`src/rtl/fft_pkg.sv`:
```
// fft_pkg: constants and types shared by the FFT result reader.
//   NUM_BANKS  number of fft_top result banks
//   FFT_N      total result words per readout
//   IDX_W      width of a spectral index k
//   rr_state_t reader FSM state, with the constants IDLE / ISSUE / DRAIN
package fft_pkg;

    localparam int unsigned NUM_BANKS  = 4;
    localparam int unsigned FFT_N      = 2048;
    localparam int unsigned IDX_W      = $clog2(FFT_N);
    localparam int unsigned BANK_SEL_W = $clog2(NUM_BANKS);

    typedef logic [BANK_SEL_W-1:0] bank_sel_t;

    typedef logic [1:0] rr_state_t;
    localparam rr_state_t IDLE  = 2'd0;
    localparam rr_state_t ISSUE = 2'd1;
    localparam rr_state_t DRAIN = 2'd2;

endpackage

```
`src/rtl/fft_rd_skid.sv`:
```
// fft_rd_skid: small synchronous FIFO with occupancy output.
//   iCLK, iRESET  clock, asynchronous active-low reset
//   iPUSH, iDATA  write strobe and word (ignored when full and not popping)
//   iPOP          read strobe (ignored when empty)
//   oDATA         head word (valid while oEMPTY is low)
//   oEMPTY        no entries held
//   oCOUNT        number of entries held
module fft_rd_skid #(
    parameter int unsigned DEPTH = 2,
    parameter int unsigned W     = 8
) (
    input  logic                         iCLK,
    input  logic                         iRESET,
    input  logic                         iPUSH,
    input  logic [W-1:0]                 iDATA,
    input  logic                         iPOP,
    output logic [W-1:0]                 oDATA,
    output logic                         oEMPTY,
    output logic [$clog2(DEPTH+1)-1:0]   oCOUNT
);

    localparam int unsigned PTR_W = (DEPTH > 1) ? $clog2(DEPTH) : 1;
    localparam int unsigned CNT_W = $clog2(DEPTH + 1);

    logic [W-1:0]     mem_q [DEPTH];
    logic [W-1:0]     mem_d [DEPTH];
    logic [PTR_W-1:0] wr_ptr_q, wr_ptr_d;
    logic [PTR_W-1:0] rd_ptr_q, rd_ptr_d;
    logic [CNT_W-1:0] count_q, count_d;
    logic             do_push, do_pop;

    // Depth need not be a power of two, so pointers wrap explicitly.
    function automatic logic [PTR_W-1:0] ptr_inc(input logic [PTR_W-1:0] p);
        return (p == PTR_W'(DEPTH - 1)) ? '0 : p + 1'b1;
    endfunction

    assign do_pop  = iPOP & (count_q != '0);
    assign do_push = iPUSH & ((count_q != CNT_W'(DEPTH)) | do_pop);

    always_comb begin
        mem_d    = mem_q;
        wr_ptr_d = wr_ptr_q;
        rd_ptr_d = rd_ptr_q;
        if (do_push) begin
            mem_d[wr_ptr_q] = iDATA;
            wr_ptr_d        = ptr_inc(wr_ptr_q);
        end
        if (do_pop) begin
            rd_ptr_d = ptr_inc(rd_ptr_q);
        end
        count_d = count_q + CNT_W'(do_push) - CNT_W'(do_pop);
    end

    always_ff @(posedge iCLK or negedge iRESET) begin
        if (!iRESET) begin
            for (int i = 0; i < int'(DEPTH); i++) begin
                mem_q[i] <= '0;
            end
            wr_ptr_q <= '0;
            rd_ptr_q <= '0;
            count_q  <= '0;
        end else begin
            mem_q    <= mem_d;
            wr_ptr_q <= wr_ptr_d;
            rd_ptr_q <= rd_ptr_d;
            count_q  <= count_d;
        end
    end

    assign oDATA  = mem_q[rd_ptr_q];
    assign oEMPTY = (count_q == '0);
    assign oCOUNT = count_q;

endmodule

```
`src/rtl/fft_result_reader.sv`:
```
// fft_result_reader: drains fft_top's four real-part result banks after oRDY rises and
// streams every word out on a valid/ready interface with its spectral index.
//   iCLK, iRESET          clock, asynchronous active-low reset
//   iFFT_RDY              fft_top oRDY; each rising edge starts one readout
//   oADDR_RD_0..3         common read address to all four banks
//   iDATA_RE_0..3         bank read data, RD_LAT clocks after the address
//   oDATA/oINDEX/oLAST    stream payload: word, index k, final-beat flag
//   oVALID/iREADY         stream handshake
//   oBUSY                 readout in progress
//   oDONE                 one-clock pulse after the final beat is accepted
//   oOVR                  one-clock pulse when a start edge arrives while busy
module fft_result_reader
    import fft_pkg::*;
#(
    parameter int unsigned DATA_W = 16,
    parameter int unsigned ADDR_W = 9,
    parameter int unsigned RD_LAT = 1,
    parameter int unsigned ORDER  = 1
) (
    input  logic                iCLK,
    input  logic                iRESET,
    input  logic                iFFT_RDY,
    output logic [ADDR_W-1:0]   oADDR_RD_0,
    output logic [ADDR_W-1:0]   oADDR_RD_1,
    output logic [ADDR_W-1:0]   oADDR_RD_2,
    output logic [ADDR_W-1:0]   oADDR_RD_3,
    input  logic [DATA_W-1:0]   iDATA_RE_0,
    input  logic [DATA_W-1:0]   iDATA_RE_1,
    input  logic [DATA_W-1:0]   iDATA_RE_2,
    input  logic [DATA_W-1:0]   iDATA_RE_3,
    output logic [DATA_W-1:0]   oDATA,
    output logic [ADDR_W+1:0]   oINDEX,
    output logic                oVALID,
    input  logic                iREADY,
    output logic                oLAST,
    output logic                oBUSY,
    output logic                oDONE,
    output logic                oOVR
);

    localparam int unsigned K_W    = ADDR_W + 2;
    localparam int unsigned FIFO_D = RD_LAT + 1;
    localparam int unsigned CNT_W  = $clog2(FIFO_D + 1);
    localparam int unsigned ENT_W  = K_W + DATA_W;
    localparam logic [K_W-1:0] K_LAST = {K_W{1'b1}};

    rr_state_t        state_q, state_d;
    logic             rdy_q, rdy_qq;
    logic             start;
    logic [K_W-1:0]   rd_k_q, rd_k_d;
    logic             done_q, done_d;
    logic             ovr_q, ovr_d;

    // Read pipe: tracks each issued read until its bank data is valid.
    logic [RD_LAT-1:0] pipe_vld_q, pipe_vld_d;
    logic [K_W-1:0]    pipe_k_q    [RD_LAT];
    logic [K_W-1:0]    pipe_k_d    [RD_LAT];
    bank_sel_t         pipe_bank_q [RD_LAT];
    bank_sel_t         pipe_bank_d [RD_LAT];

    logic [ADDR_W-1:0] rd_addr;
    bank_sel_t         rd_bank;
    logic              issue;
    logic [CNT_W-1:0]  inflight;
    logic [CNT_W:0]    occupancy;

    logic              fifo_push, fifo_pop, fifo_empty;
    logic [ENT_W-1:0]  fifo_wdata, fifo_rdata;
    logic [CNT_W-1:0]  fifo_count;
    logic [DATA_W-1:0] push_data;
    logic              beat_last;

    // iFFT_RDY is registered first, so start is a clean one-clock edge pulse.
    assign start = rdy_q & ~rdy_qq;

    always_comb begin
        if (ORDER != 0) begin
            rd_addr = rd_k_q[K_W-1:2];
            rd_bank = rd_k_q[1:0];
        end else begin
            rd_addr = rd_k_q[ADDR_W-1:0];
            rd_bank = rd_k_q[K_W-1:ADDR_W];
        end
    end

    assign oADDR_RD_0 = rd_addr;
    assign oADDR_RD_1 = rd_addr;
    assign oADDR_RD_2 = rd_addr;
    assign oADDR_RD_3 = rd_addr;

    always_comb begin
        inflight = '0;
        for (int i = 0; i < int'(RD_LAT); i++) begin
            inflight = inflight + CNT_W'(pipe_vld_q[i]);
        end
    end

    // Every issued read owns a FIFO slot, so the FIFO can never overflow; a pop this
    // cycle frees a slot, which is what keeps the stream at full rate.
    assign occupancy = {1'b0, fifo_count} + {1'b0, inflight} - (CNT_W + 1)'(fifo_pop);
    assign issue     = (state_q == ISSUE) && (occupancy < (CNT_W + 1)'(FIFO_D));

    always_comb begin
        pipe_vld_d[0]  = issue;
        pipe_k_d[0]    = rd_k_q;
        pipe_bank_d[0] = rd_bank;
        for (int i = 1; i < int'(RD_LAT); i++) begin
            pipe_vld_d[i]  = pipe_vld_q[i-1];
            pipe_k_d[i]    = pipe_k_q[i-1];
            pipe_bank_d[i] = pipe_bank_q[i-1];
        end
    end

    always_comb begin
        unique case (pipe_bank_q[RD_LAT-1])
            2'd0:    push_data = iDATA_RE_0;
            2'd1:    push_data = iDATA_RE_1;
            2'd2:    push_data = iDATA_RE_2;
            default: push_data = iDATA_RE_3;
        endcase
    end

    assign fifo_push  = pipe_vld_q[RD_LAT-1];
    assign fifo_wdata = {pipe_k_q[RD_LAT-1], push_data};
    assign fifo_pop   = oVALID & iREADY;
    assign beat_last  = fifo_pop & oLAST;

    fft_rd_skid #(
        .DEPTH (FIFO_D),
        .W     (ENT_W)
    ) u_skid (
        .iCLK   (iCLK),
        .iRESET (iRESET),
        .iPUSH  (fifo_push),
        .iDATA  (fifo_wdata),
        .iPOP   (fifo_pop),
        .oDATA  (fifo_rdata),
        .oEMPTY (fifo_empty),
        .oCOUNT (fifo_count)
    );

    always_comb begin
        state_d = state_q;
        rd_k_d  = rd_k_q;
        done_d  = 1'b0;
        ovr_d   = 1'b0;
        case (state_q)
            IDLE: begin
                if (start) begin
                    state_d = ISSUE;
                    rd_k_d  = '0;
                end
            end
            ISSUE: begin
                ovr_d = start;
                if (issue) begin
                    if (rd_k_q == K_LAST) begin
                        state_d = DRAIN;
                    end else begin
                        rd_k_d = rd_k_q + 1'b1;
                    end
                end
            end
            DRAIN: begin
                if (beat_last) begin
                    done_d = 1'b1;
                    // A start coinciding with completion begins the next readout.
                    if (start) begin
                        state_d = ISSUE;
                        rd_k_d  = '0;
                    end else begin
                        state_d = IDLE;
                    end
                end else begin
                    ovr_d = start;
                end
            end
            default: state_d = IDLE;
        endcase
    end

    always_ff @(posedge iCLK or negedge iRESET) begin
        if (!iRESET) begin
            state_q    <= IDLE;
            rdy_q      <= 1'b0;
            rdy_qq     <= 1'b0;
            rd_k_q     <= '0;
            done_q     <= 1'b0;
            ovr_q      <= 1'b0;
            pipe_vld_q <= '0;
            for (int i = 0; i < int'(RD_LAT); i++) begin
                pipe_k_q[i]    <= '0;
                pipe_bank_q[i] <= '0;
            end
        end else begin
            state_q    <= state_d;
            rdy_q      <= iFFT_RDY;
            rdy_qq     <= rdy_q;
            rd_k_q     <= rd_k_d;
            done_q     <= done_d;
            ovr_q      <= ovr_d;
            pipe_vld_q <= pipe_vld_d;
            pipe_k_q   <= pipe_k_d;
            pipe_bank_q <= pipe_bank_d;
        end
    end

    assign oVALID = ~fifo_empty;
    assign oINDEX = fifo_rdata[ENT_W-1:DATA_W];
    assign oDATA  = fifo_rdata[DATA_W-1:0];
    assign oLAST  = oVALID & (oINDEX == K_LAST);
    assign oBUSY  = (state_q != IDLE);
    assign oDONE  = done_q;
    assign oOVR   = ovr_q;

endmodule

```
`config.mk`:
```
export PLATFORM = sky130hd
export DESIGN_NAME = fft_result_reader
export DESIGN_NICKNAME = d
export VERILOG_FILES = /design/src/rtl/fft_pkg.sv /design/src/rtl/fft_rd_skid.sv /design/src/rtl/fft_result_reader.sv
export SDC_FILE = /design/constraint.sdc
export NUM_CORES = 1
export LEC_CHECK = 0
export ABC_CLOCK_PERIOD_IN_PS = 3100
export CAP_MARGIN = 5
export CORE_UTILIZATION = 48
export CTS_BUF_LIST = sky130_fd_sc_hd__clkbuf_4 sky130_fd_sc_hd__clkbuf_8 sky130_fd_sc_hd__clkbuf_16
export DETAILED_ROUTE_END_ITERATION = 10
export PLACE_DENSITY_LB_ADDON = 0.3
export SYNTH_ARGS = -nofsm -noshare
export SYNTH_HDL_FRONTEND = slang
export SYNTH_HIERARCHICAL = 1
export SYNTH_SLANG_ARGS = --single-unit
```
`constraint.sdc`:
```
create_clock -name iCLK -period 3.1 [get_ports iCLK]
set_input_delay 0.31 -clock iCLK [delete_from_list [all_inputs] [get_ports iCLK]]
set_output_delay 0.31 -clock iCLK [all_outputs]
set_load 0.01 [all_outputs]
```
Word-level counts from Yosys, hierarchy flattened
Cells that the tools add are included.
{ "word_totals": {"register_bits": 89, "in_bits": 68, "output_inout_bits": 68, "wordCells": 82} }
{ "op_classes": {"addsub": 7, "n_lt_le_gt_ge": 4, "n_eq_ne": 12, "mux": 24, "n_bitwise": 11, "reduce_logical": 10} }
{ "op_table": {"columns": ["cell", "count"], "rows": [
  ["two-way mux 27 bit", 4],
  ["bitwise mux 54 bit", 1],
  ["one-hot mux 16 bit (3 select lines)", 1],
  ["two-way mux 11 bit", 4],
  ["one-hot mux 11 bit (3 select lines)", 1],
  ["demux 27 bit (select 1 bit)", 1],
  ["equality test 11 bit (second input constant)", 2],
  ["adder 11 x 1 -> 11 bit (second input constant)", 1],
  ["!= test 2 bit (second input constant)", 5],
  ["two-way mux 2 bit", 4],
  ["AND reduction 4 bit", 2],
  ["bitwise AND 1 bit", 6],
  ["logical NOT 2 bit", 3],
  ["two-way mux 1 bit", 6],
  ["one-hot mux 2 bit (3 select lines)", 1],
  ["equality test 2 x 1 -> 1 bit (second input constant)", 2],
  ["equality test 2 bit (second input constant)", 2],
  [">= comparator 2 bit (second input constant)", 2],
  ["NOT 1 -> 2 bit", 2],
  ["nonzero test 2 bit", 2],
  ["adder 2 x 1 -> 3 bit", 1],
  ["less-than comparator 3 x 2 -> 1 bit (second input constant)", 1],
  ["nonzero test 3 bit", 1],
  ["subtractor 3 x 1 -> 3 bit", 1],
  ["9 further kinds", 12]
]} }

Depth between registers and ports, before layout
{ "depth": {"word_depth": 9, "mapped_depth": 11, "depth_no_buf": 11} }

Modules after synthesis
Netlist, hierarchy kept.
{ "by_module_without_submodules": {"columns": ["mod", "n_inst", "cells_each", "area_per_inst_um2", "seq_area_each_um2"], "rows": [
  ["fft_rd_skid", 1, 168, 2713.9, 1451.4],
  ["fft_result_reader", 1, 184, 2073.2, 725.7]
]} }

Least setup slack after synthesis
No wires, ideal clock.
{ "synth_path": {"kind": "register to register", "start": "register u_skid.count_q[1] (netlist: u_skid/oCOUNT[1])", "end": "register rd_k_q[6] (netlist: pipe_k_d[6])", "setup_ns": 0.064, "t_arrival_ns": 2.587, "t_required_ns": 3.036, "path_slack_ns": 0.449, "stages_incl_launch_ff": 11, "path_buffers": 0, "period_less_slack_ns": 2.651, "path_cell_list": "dfrtp_1 nor2_1 nand2b_4 inv_1 ha_1 nor2b_1 fa_1 nor4_1 nand3_2 o31ai_1 a21o_1"} }
{ "synth_via": {"elab_chain_cells": 8, "word_cells_on_any_way": 12, "cone_classes": "add/sub: 2; order compare: 1; eq/ne: 2; bitwise: 4; reduce/logical: 3"} }
{ "synth_rtl": {"columns": ["element", "line", "rtl"], "rows": [
  ["from (decl)", "fft_rd_skid.sv:29", "logic [CNT_W-1:0] count_q, count_d;"],
  ["from (signal assigned)", "fft_rd_skid.sv:66", "count_q <= count_d;"],
  ["logical NOT 2 bit (*)", "fft_rd_skid.sv:71", "assign oEMPTY = (count_q == '0);"],
  ["via fifo_empty", "fft_result_reader.sv:67", "logic fifo_push, fifo_pop, fifo_empty;"],
  ["NOT 1 bit (*)", "fft_result_reader.sv:208", "assign oVALID = ~fifo_empty;"],
  ["bitwise AND 1 bit (*)", "fft_result_reader.sv:125", "assign fifo_pop = oVALID & iREADY;"],
  ["via fifo_pop", "fft_result_reader.sv:67", null],
  ["subtractor 3 x 1 -> 3 bit", "fft_result_reader.sv:100", "assign occupancy = {1'b0, fifo_count} + {1'b0, inflight} - (CNT_W + 1)'(fifo_pop);"],
  ["less-than comparator 3 x 2 -> 1 bit", "fft_result_reader.sv:101", "assign issue = (state_q == ISSUE) && (occupancy < (CNT_W + 1)'(FIFO_D));"],
  ["logical AND 1 bit", "fft_result_reader.sv:101", null],
  ["!= test 2 bit (no line)", null, null],
  ["AND reduction 4 bit (no line) (*)", null, null],
  ["to (signal assigned)", "fft_result_reader.sv:199", "rd_k_q <= rd_k_d;"],
  ["to (decl)", "fft_result_reader.sv:50", "logic [K_W-1:0] rd_k_q, rd_k_d;"]
]} }
The timed path passes the listed nets; every way through them passes the cells marked *.
A chain may end at the register's enable or synchronous reset.

Worst setup path in the final report
{ "layout_path": {"start": "register u_skid.count_q[1] (netlist: u_skid/oCOUNT[1])", "end": "register rd_k_q[0] (netlist: pipe_k_d[0])"} }
{ "layout_via": {"elab_chain_cells": 8, "word_cells_on_any_way": 12, "cone_classes": "add/sub: 2; order compare: 1; eq/ne: 2; bitwise: 4; reduce/logical: 3"} }
{ "layout_rtl": {"columns": ["element", "line", "rtl"], "rows": [
  ["logical NOT 2 bit", "fft_rd_skid.sv:71", null],
  ["via fifo_empty", "fft_result_reader.sv:67", null],
  ["NOT 1 bit", "fft_result_reader.sv:208", null],
  ["bitwise AND 1 bit", "fft_result_reader.sv:125", null],
  ["via fifo_pop", "fft_result_reader.sv:67", null],
  ["subtractor 3 x 1 -> 3 bit", "fft_result_reader.sv:100", null],
  ["less-than comparator 3 x 2 -> 1 bit", "fft_result_reader.sv:101", null],
  ["logical AND 1 bit", "fft_result_reader.sv:101", null],
  ["via issue", "fft_result_reader.sv:63", "logic issue;"],
  ["!= test 2 bit (no line)", null, null],
  ["AND reduction 4 bit (no line)", null, null]
]} }
The timed path passes the listed nets, and every way through them passes these cells.

==> metrics.cfg <==
[global_routing]
grt_use_total_pct = 19.9
grt_max_degree = 88
grt_pass1_vias = 3142
grt_antenna_before_repair = 0
grt_pass1_wl_um = 15900
grt_overflow = 0

[route]
vias = 3109
drc = 0
routed_wirelength_um = 10100
antenna_left = 0
route.detailed.vias_per_inst = 5.25
drtPass1Iterations = 4
routedWlPerCell_um = 17.1
dr.first_iter.drc_count = 119

[placement]
dpl.hpwl_um = 7280
dp_slack_ns = 0.0869
place_congestion = 0.838
place_inst = 575
dpl_cell_area_um2 = 6000
portBuffers = 135

[yosys]
yosysSeqAreaShare_pct = 45.5
synth_common_cells = dfrtp_1 (87), mux2_4 (41), mux2_2 (37)
synth_most_common_cell = dfrtp_1
syn_nets = 430
synth_cell_type_count = 47
synthFlopType = dfrtp_1
synth.ff_latch_count = 87
yosysWarnings = 6
synth_area_leaders = dfrtp_1 (45%), mux2_4 (13%), mux2_2 (8.7%)
syn_avg_cell_area_um2 = 13.6
yosys.area.top_type_share_pct = 45.5
syn_inst = 352
yosys.area.top_type = dfrtp_1
synth-edff-count = 0
syn_area_um2 = 4790
async_flop_share_pct = 100

[timing]
period_minus_slack_ns = 2.97
fin_crit_sh_pct = 95.7
setup_ws_ns = 0.133
fin_worst_skew_ns = 0.00756
worstMarginPinSlew_ns = 1.06
max_freq_ghz = 0.337
hold_viol_final = 0
fin_tns_setup_ns = 0
finalSetupViolCount = 0
slew_headroom_pct = 29.4
slew_violations = 0
whs_ns = 0.160

[cts]
clk_pin_slew_worst_paths_ns = 0.08
cts_buffer_depth = 2
cts_tree = done
cts.sink_count = 87
clk-insertion-delay-late_ns = 0.33
cts_htree_levels = 3
cts_root_buf = clkbuf_8
hold_buffers = 0
numCtsBuffers = 9

[power]
p_sw_uw = 743
p_int_uw = 2030
p_comb_share_pct = 26.6
power_leakage_uw = 0.00262
seqPwrFrac_pct = 45.0
vdd_drop_max_mv = 0.284
power_frac_clock_pct = 28.5
power-per-cell-area_nw_per_um2 = 446
swShare_pct = 26.8

[worst_setup_path]
worstSetupEndpointType = register
criticalPathCategory = register to register
path_cells = nor2_1, nand2b_4, inv_1, ha_1, nor2b_1, fa_1, nor3_1, and2_4, o21ai_4, mux2_4
slowest_stage = fa_1
cp_top_family = simple AND/OR/NAND/NOR gates
critPathArrivalTime_ns = 3.18
cpPeakStageDelay_ns = 0.50
crit_buf_inv = 1
start_kind = register
worstPathRequired_ns = 3.31
cp_max_fo = 10

[flow_run]
maxCapViolCount = 0

[status]
status = complete, no violations

[floorplanning]
initial_utilization_pct = 49.2
dieWidth_um = 102
ios = 136
dieArea_um2 = 10400
die_h_um = 102
core_um2 = 9730
num_rows = 36

[layout]
num-fill-cells = 750
fin_area_um2 = 6220
layout-drive-gt1-share_pct = 28.3
layout.cells.non_filler = 592
antenna_cells = 0
area_delta_synth_final_pct = 30.0
fin_nets = 533

[worst_hold_path]
min_path_type = primary input to async pin

==> metal layers <==
layer,track usage [%],up-vias,wire length [um]
met5,0,-,0
met1,26.4,1581,4380
met2,33.5,97,5030
met4,5.27,0,45
li1,-,1429,-
met3,4.17,2,647
==> power by group through the flow <==
stage | clock [uW] | combinational [uW] | sequential [uW]
6_report | 790 | 738 | 1250
5_1_grt | 858 | 804 | 1260
4_1_cts | 812 | 739 | 1250
3_5_place_dp | 0 | 732 | 1270
3_3_place_gp | 0 | 718 | 1270
2_1_floorplan | 0 | 434 | 1230
==> kinds of logic (layout without fill, tap and decap cells) <==
group | after synthesis | in the layout | synth area share (%)
AOI/OAI and AO/OA | 34 | 34 | 5.25
adders and majority gates | 10 | 10 | 2.77
xor gates and xnor gates | 5 | 5 | 0.915
muxes | 95 | 95 | 29.3
DFF | 87 | 87 | 45.5
buffers and inverters | 59 | 166 | 8.23
and+or+nand+nor | 62 | 62 | 8.02
==> area by class of cell <==
cell class / instances / area, um^2 / area share (%)
Inverter: 10 / 37.5 / 0.603
Sequential cell: 87 / 2180 / 35.0
Clock buffer: 12 / 159 / 2.55
Timing Repair Buffer: 141 / 1420 / 22.8
Tap cell: 133 / 166 / 2.67
Clock inverter: 3 / 42.5 / 0.684
Multi-Input combinational cell: 206 / 2220 / 35.7
==> final timing paths <==
path                       depth (start not counted)               end  slack, ns        startpoint
max                                               10       pipe_k_d[0]       0.13  u_skid/oCOUNT[1]
min                                                1  u_skid/mem_q[41]       0.16            iRESET
max reg2reg                                       10       pipe_k_d[0]       0.13  u_skid/oCOUNT[1]
min reg2reg                                        0            rdy_qq       0.39             rdy_q
max in group asynchronous                          1  u_skid/mem_q[31]       2.26            iRESET
min in group iCLK                                  0            rdy_qq       0.39             rdy_q
==> placed cells by master (no fill, tap or decap), types with 2 or more instances in the layout <==
| cell type | instances |
|---|---|
| nor3_1 | 4 |
| a21o_1 | 3 |
| xnor2_1 | 4 |
| buf_12 | 2 |
| o21ai_0 | 11 |
| mux2_2 | 37 |
| buf_4 | 5 |
| mux2_4 | 41 |
| nand2_1 | 18 |
| o22a_1 | 6 |
| and4_1 | 2 |
| clkbuf_8 | 11 |
| inv_1 | 10 |
| o21ai_1 | 2 |
| mux4_2 | 16 |
| ha_1 | 9 |
| o21a_1 | 2 |
| a21oi_1 | 4 |
| nand4_1 | 5 |
| nor2b_1 | 3 |
| and3_1 | 3 |
| o31ai_1 | 2 |
| clkdlybuf4s50_1 | 134 |
| nor2_4 | 3 |
| nand3_1 | 4 |
| nor2_1 | 8 |
| dfrtp_1 | 87 |
==> repair_timing <==
action | CTS | global route
endpoints found under the setup margin | 0 | 6
resized for setup | 0 | 1
buffers inserted | 0 | 2
==> state kept, by name, summed over array words and instances (netlist names), 2 cells and up <==
register / cells
u_skid/oCOUNT: 2
pipe_k_d: 11
state_q: 2
pipe_k_q: 10
u_skid/mem_q: 54
==> through the flow <==
step	total power [uW]	utilization, %
2_1_floorplan	1660	-
3_3_place_gp	1990	61.7
3_5_place_dp	2000	61.7
4_1_cts	2800	63.7
5_1_grt	2920	64.0
6_report	2780	64.0
Note: power is estimated with default switching activity, not from simulation.
